### config.mk
export PLATFORM = sky130hd
export DESIGN_NAME = bus_arbiter_8_flat
export DESIGN_NICKNAME = d
export VERILOG_FILES = /design/src/rtl/bus_arbiter_8_pkg.sv /design/src/rtl/bus_arbiter_8_if.sv /design/src/rtl/bus_arbiter_8_rr_pick_8.sv /design/src/rtl/bus_arbiter_8.sv /design/src/flat_wrapper.sv
export SDC_FILE = /design/constraint.sdc
export NUM_CORES = 1
export LEC_CHECK = 0
export ABC_AREA = 1
export CAP_MARGIN = 20
export CORE_MARGIN = 2
export CORE_UTILIZATION = 55
export CTS_BUF_LIST = sky130_fd_sc_hd__clkbuf_4 sky130_fd_sc_hd__clkbuf_8
export DETAILED_ROUTE_END_ITERATION = 7
export GPL_TIMING_DRIVEN = 0
export PLACE_DENSITY_LB_ADDON = 0.3
export SKIP_LAST_GASP = 1
export SYNTH_ARGS = -nofsm -noshare
export SYNTH_HDL_FRONTEND = slang
export SYNTH_HIERARCHICAL = 1
export SYNTH_SLANG_ARGS = --single-unit
### constraint.sdc
create_clock -name clk -period 3.5 [get_ports clk]
set_input_delay 0.525 -clock clk [delete_from_list [all_inputs] [get_ports clk]]
set_output_delay 0.525 -clock clk [all_outputs]
set_load 0.01 [all_outputs]
### src/rtl/bus_arbiter_8_pkg.sv
// Shared definitions for the 8-master round-robin bus arbiter: FSM encoding,
// sizing constants and the one-hot decode helper.
package bus_arbiter_8_pkg;

  localparam int N_MASTERS = 8;
  localparam int IDX_W     = 3;

  typedef enum logic [1:0] {
    ST_IDLE  = 2'd0,
    ST_GRANT = 2'd1,
    ST_TURN  = 2'd2
  } state_e;

  function automatic logic [N_MASTERS-1:0] idx_to_onehot(input logic [IDX_W-1:0] idx);
    logic [N_MASTERS-1:0] oh;
    oh = '0;
    oh[idx] = 1'b1;
    return oh;
  endfunction

endpackage : bus_arbiter_8_pkg

### src/rtl/bus_arbiter_8_if.sv
// Request/grant bundle between the bus requesters (master side) and the
// arbiter (slave side).
interface bus_arbiter_8_if;
  import bus_arbiter_8_pkg::*;

  logic [N_MASTERS-1:0] req;
  logic                 done;
  logic                 gnt_valid;
  logic [IDX_W-1:0]     gnt_idx;
  logic [N_MASTERS-1:0] gnt_onehot;
  logic                 timeout;

  // req is a level: a master keeps it high until it no longer wants the bus.
  // done is a one-cycle release strobe that only means something to the
  // current owner while a grant is active; grants are valid whenever
  // gnt_valid is high and carry no ready/acknowledge.
  modport master (
    output req,
    output done,
    input  gnt_valid,
    input  gnt_idx,
    input  gnt_onehot,
    input  timeout
  );

  modport slave (
    input  req,
    input  done,
    output gnt_valid,
    output gnt_idx,
    output gnt_onehot,
    output timeout
  );

endinterface : bus_arbiter_8_if

### src/rtl/bus_arbiter_8_rr_pick_8.sv
// Combinational round-robin picker: first set request at or after ptr,
// wrapping modulo 8.
module rr_pick_8
  import bus_arbiter_8_pkg::*;
(
  input  logic [N_MASTERS-1:0] req,
  input  logic [IDX_W-1:0]     ptr,
  output logic                 any,
  output logic [IDX_W-1:0]     idx
);

  logic             found;
  logic [IDX_W-1:0] cand;

  always_comb begin
    any   = |req;
    idx   = '0;
    found = 1'b0;
    cand  = '0;
    for (int i = 0; i < N_MASTERS; i++) begin
      // 3-bit addition wraps naturally, giving the ptr..ptr+7 scan order.
      cand = ptr + IDX_W'(i);
      if (!found && req[cand]) begin
        idx   = cand;
        found = 1'b1;
      end
    end
  end

endmodule : rr_pick_8

### src/rtl/bus_arbiter_8.sv
// Round-robin owner arbiter for the shared 8-bit internal bus with one
// turnaround cycle per release. Optional forced release: ARB_TIMEOUT_EN.
module bus_arbiter_8
  import bus_arbiter_8_pkg::*;
#(
  parameter int MAX_HOLD = 16,
  parameter int HOLD_W   = 5
) (
  input  logic             clk,
  input  logic             rst_n,
  bus_arbiter_8_if.slave   bus,
  output state_e           dbg_state,
  output logic [IDX_W-1:0] dbg_ptr
);

  if ((MAX_HOLD < 1) || (MAX_HOLD > 31) || ((1 << HOLD_W) <= MAX_HOLD)) begin : g_param_check
    $error("bus_arbiter_8: MAX_HOLD/HOLD_W out of range");
  end

  state_e               state, state_n;
  logic [IDX_W-1:0]     ptr, ptr_n;
  logic                 valid_q, valid_n;
  logic [IDX_W-1:0]     idx_q, idx_n;
  logic [N_MASTERS-1:0] onehot_q, onehot_n;
  logic                 timeout_q, timeout_n;

  logic                 pick_any;
  logic [IDX_W-1:0]     pick_idx;
  logic                 release_now;

  rr_pick_8 u_pick (
    .req (bus.req),
    .ptr (ptr),
    .any (pick_any),
    .idx (pick_idx)
  );

  // In GRANT idx_q is the owner, so its own request line decides release.
  assign release_now = bus.done | ~bus.req[idx_q];

`ifdef ARB_TIMEOUT_EN
  localparam logic [HOLD_W-1:0] HOLD_LAST = HOLD_W'(MAX_HOLD - 1);

  logic [HOLD_W-1:0] hold_cnt, hold_cnt_n;

  always_ff @(posedge clk or negedge rst_n) begin
    if (!rst_n) hold_cnt <= '0;
    else        hold_cnt <= hold_cnt_n;
  end
`endif

  always_ff @(posedge clk or negedge rst_n) begin
    if (!rst_n) begin
      state     <= ST_IDLE;
      ptr       <= '0;
      valid_q   <= 1'b0;
      idx_q     <= '0;
      onehot_q  <= '0;
      timeout_q <= 1'b0;
    end else begin
      state     <= state_n;
      ptr       <= ptr_n;
      valid_q   <= valid_n;
      idx_q     <= idx_n;
      onehot_q  <= onehot_n;
      timeout_q <= timeout_n;
    end
  end

  always_comb begin
    state_n   = state;
    ptr_n     = ptr;
    valid_n   = 1'b0;
    idx_n     = '0;
    timeout_n = 1'b0;
`ifdef ARB_TIMEOUT_EN
    hold_cnt_n = hold_cnt;
`endif
    unique case (state)
      ST_IDLE: begin
        if (pick_any) begin
          state_n = ST_GRANT;
          valid_n = 1'b1;
          idx_n   = pick_idx;
`ifdef ARB_TIMEOUT_EN
          hold_cnt_n = '0;
`endif
        end
      end
      ST_GRANT: begin
        if (release_now) begin
          state_n = ST_TURN;
          ptr_n   = idx_q + IDX_W'(1);
`ifdef ARB_TIMEOUT_EN
        end else if (hold_cnt == HOLD_LAST) begin
          // A normal release above wins; only a still-held grant is revoked.
          state_n   = ST_TURN;
          ptr_n     = idx_q + IDX_W'(1);
          timeout_n = 1'b1;
`endif
        end else begin
          valid_n = 1'b1;
          idx_n   = idx_q;
`ifdef ARB_TIMEOUT_EN
          hold_cnt_n = hold_cnt + HOLD_W'(1);
`endif
        end
      end
      ST_TURN: begin
        state_n = ST_IDLE;
      end
      default: begin
        state_n = ST_IDLE;
      end
    endcase
    // Decoding the next idx keeps the one-hot in lockstep with gnt_idx.
    onehot_n = valid_n ? idx_to_onehot(idx_n) : '0;
  end

  assign bus.gnt_valid  = valid_q;
  assign bus.gnt_idx    = idx_q;
  assign bus.gnt_onehot = onehot_q;
  assign bus.timeout    = timeout_q;
  assign dbg_state      = state;
  assign dbg_ptr        = ptr;

endmodule : bus_arbiter_8

### src/flat_wrapper.sv
// flat-port wrapper written by rule: the top's interface ports become plain ports
module bus_arbiter_8_flat import bus_arbiter_8_pkg::*;
#(
  parameter int MAX_HOLD = 16,
  parameter int HOLD_W   = 5
)
  (clk, rst_n, dbg_state, dbg_ptr, bus_req, bus_done, bus_gnt_valid, bus_gnt_idx, bus_gnt_onehot, bus_timeout);
  bus_arbiter_8_if bus_i ();
  input  logic clk;
  input  logic rst_n;
  output state_e dbg_state;
  output logic [IDX_W-1:0] dbg_ptr;
  input wire logic [$bits(bus_i.req)-1:0] bus_req;
  input wire logic [$bits(bus_i.done)-1:0] bus_done;
  output wire logic [$bits(bus_i.gnt_valid)-1:0] bus_gnt_valid;
  output wire logic [$bits(bus_i.gnt_idx)-1:0] bus_gnt_idx;
  output wire logic [$bits(bus_i.gnt_onehot)-1:0] bus_gnt_onehot;
  output wire logic [$bits(bus_i.timeout)-1:0] bus_timeout;
  assign bus_i.req = bus_req;
  assign bus_i.done = bus_done;
  assign bus_gnt_valid = bus_i.gnt_valid;
  assign bus_gnt_idx = bus_i.gnt_idx;
  assign bus_gnt_onehot = bus_i.gnt_onehot;
  assign bus_timeout = bus_i.timeout;
  bus_arbiter_8 #(.MAX_HOLD(MAX_HOLD), .HOLD_W(HOLD_W)) u_core (.clk(clk), .rst_n(rst_n), .bus(bus_i), .dbg_state(dbg_state), .dbg_ptr(dbg_ptr));
endmodule
==> summary.txt <==
Floorplan
  – Initial Util: 59.3%
  – Die Wd: 59.0 µm
  – Die area: 3480 µm²
  – Core area: 2810 µm²
  – Row count: 19
  – Die height: 59.0 µm
  – # IOs: 29

Setup path
  – Most frequent cell on the critical path: nand3_1
  – Worst path required time: 3.71 ns
  – Critical R2R Capture: u_core/bus.gnt_onehot[3]
  – WP data arrival: 3.13 ns
  – Buf+Inv Stages, Crit Path: 6
  – Crit path max-delay family: simple AND/OR/NAND/NOR gates
  – CP max-delay cell: dfrtp_1
  – Flop2flop setup slack: 0.58 ns
  – Worst Reg2Reg Path Length in Cells: 19
  – Worst R2R Start: u_core/dbg_ptr[0]
  – Crit path kind: flop to flop
  – Worst-path fanout max: 10
  – Crit path largest cell delay: 0.43 ns
  – Startpoint types: flop
  – Critical-path cell list: buf_6, inv_4, buf_12, ha_1, inv_2, nand3_1, nand2_2, nand2_2, o21ai_4, inv_2, nor2_4, nand4_1, nand3_1, nand3_1, nand3_1, inv_1, nor2_1, nand2_1, nor2_1
  – Crit end category: flop

Logic synthesis
  – Yosys warns: 6
  – Post-synth top flop: dfrtp_1
  – Cell accounting for the most synthesized area: dfrtp_1
  – Post-synth cell types: 28
  – Synth Net Count: 249
  – Synth top area cells: dfrtp_1 (26%), nand2_1 (14%), nand3_1 (9.9%)
  – Avg Cell Area, Syn: 7.08 µm²
  – Number of enable flip-flop cells after synthesis: 0
  – Top cell type's share of synthesized area: 25.6%
  – Post-Syn Area: 1660 µm²
  – Post-Synthesis Cells: 235
  – Post-synthesis sequential area ratio: 25.6%
  – Synth async-reset ratio: 100%
  – Post-synthesis sequential element count: 17

Place
  – Pre-CTS WS: 0.642 ns
  – Post-detail-place hpwl: 3040 µm
  – Port bufs: 27
  – Inst Count DP: 293
  – Routability cong.: 0.890

Cells and area
  – Final net count: 281
  – Filler cells: 240
  – Diode count: 0
  – Post-route insts no fill: 297
  – Commonest non-fill, non-tap cell in the layout: nand2_1
  – Layout cells sized above 1: 22.9%
  – Area of the multi-input gates: 1060 µm²
  – Layout Area Growth over Synthesis: 20.2%
  – Seq. cell area: 425 µm²
  – Most frequent cells in the layout: nand2_1 (63), nand3_1 (33), clkdlybuf4s50_1 (27), inv_1 (25), nor2_1 (19)

Route
  – Drt pass-1 iters: 5
  – Final ANT Viol Nets: 0
  – DRC: 0
  – Drt initial violations: 69
  – Post-Route WL: 3730 µm
  – Via count: 1560
  – Routed wire length per instance: 12.6 µm
  – Via-to-Cell Ratio: 5.25

STA
  – Slew headroom: 50.4%
  – Setup repair after global routing missed its margin: false
  – Setup Viol. Count Final: 0
  – Final Critical Period: 2.92 ns
  – Ratio of final minimum period to clock period: 83.4%
  – Clock Skew: 0.00332 ns
  – F_max: 342 MHz
  – Worst Tran Pin Value: 0.742 ns
  – Slack of the critical path: 0.580 ns
  – Max-slew violations: 0
  – Fin. Hold Viols: 0
  – WHS: 0.562 ns
  – Setup TNS Final: 0 ns

Run
  – MaxCap Viol Count: 0

Hold path
  – Worst hold endpoint: u_core/dbg_ptr[2]
  – Worst Hold Class: flop to flop
  – Worst Hold Launch: u_core/dbg_ptr[2]
  – Hold Path Stages: 2

CTS
  – # H-tree levels: 1
  – Clock-pin slew on the worst setup and hold paths: 0.10 ns
  – CTS tree: built
  – CTS Buf Count: 3
  – Clock latency on the worst-skew pair: 0.28 ns
  – Post-CTS Setup Bufs: 0
  – CTS Hold Bufs: 0
  – Clk buf depth: 2
  – CTS sink cnt: 17
  – PostCTS Resize Cnt: 0
  – Clock Tree Root: clkbuf_4

Power
  – Worst VDD drop: 0.000658 V
  – Pwr Density: 1140 nW/µm²
  – Pleak: 1.04 nW

Run status
  – Status: completed

Global routing
  – Overflow after GRT: 0
  – Vias in the first global route: 1543
  – First-pass GRT wire length: 6500 µm
  – All-Layer GR Usage: 23.9%
  – Largest net degree at the start of global routing: 18
  – Antenna violations before repair: 0
==> Yosys cell counts (3+ instances only) <==
library cell,number
ha_1,3
nand2_1,63
nor2_1,19
dfrtp_1,17
inv_2,8
inv_1,25
nor2_4,3
nand2_4,8
nand3_2,15
nand2_2,10
o21ai_0,5
nand3_1,33
nand4_1,6
==> worst max-delay path by stage <==
| stage | slack [ns] | startpoint | to | depth (start not counted) |
|---|---|---|---|---|
| after detailed placement | 0.64 | u_core/dbg_ptr[0] | u_core/bus.gnt_onehot[3] | 19 |
| final | 0.58 | u_core/dbg_ptr[0] | u_core/bus.gnt_onehot[3] | 19 |
| after CTS | 0.61 | u_core/dbg_ptr[0] | u_core/bus.gnt_onehot[3] | 19 |
| after floorplan | 0.97 | u_core/dbg_ptr[0] | u_core/bus.gnt_onehot[4] | 20 |
| after global routing | 0.35 | u_core/dbg_ptr[1] | u_core/bus.gnt_onehot[2] | 18 |
| after global placement | 0.71 | u_core/dbg_ptr[0] | u_core/bus.gnt_onehot[3] | 19 |
==> tightest hold or removal path, stage by stage, from the launching register on <==
cell	delay, ns
dfrtp_1	0.40
nand2_1	0.06
o21ai_0	0.07
==> state kept, by name, indices dropped and copies added (netlist names) <==
name,cells
u_core/bus.gnt_onehot,8
u_core/bus.gnt_idx,3
u_core/dbg_state,2
u_core/bus.gnt_valid,1
u_core/dbg_ptr,3
==> power breakdown <==
part	leakage [nW]	internal (mW)	total [mW]	switching, mW
registers	0.224	0.267	0.326	0.0592
logic	0.796	0.675	1.86	1.19
clock network	0.0177	0.0424	0.100	0.0581
total	1.04	0.984	2.29	1.30
==> per-stage QoR <==
stage	area (µm²)	total power [mW]	utilization, %
final	2000	2.29	71.3
after floorplan	1660	1.76	-
after global routing	2000	2.53	71.3
after global placement	1970	2.13	70.3
after CTS	2000	2.29	71.3
after detailed placement	1970	2.18	70.3
==> kinds of logic (layout without fill, tap and decap cells) <==
group | count (synthesis) | count (layout) | synth area share, %
AOI/OAI and AO/OA | 10 | 10 | 4.21
xor gates and xnor gates | 4 | 4 | 3.68
adders and majority gates | 3 | 3 | 2.26
buffers and inverters | 39 | 70 | 10.9
DFF | 17 | 17 | 25.6
other | 1 | 1 | 0.225
and+or+nand+nor | 161 | 161 | 53.2
==> cell type report <==
class | instances | share of cell area, %
timing repair buffer | 27 | 13.5
tap | 31 | 1.94
inverter | 34 | 6.50
multi-input combinational | 179 | 52.8
clock buffer | 3 | 1.13
clock inverter | 1 | 0.250
sequential | 17 | 21.3
buffer | 5 | 2.56
==> routing by layer <==
| metal | track usage, % | part of all wire, % |
|---|---|---|
| met2 | 44.3 | 52 |
| met3 | 2.18 | 3.9 |
| met4 | 4.87 | 0.51 |
| met5 | 0 | 0 |
| met1 | 30.2 | 44 |
Power figures use the tool's default switching activity.
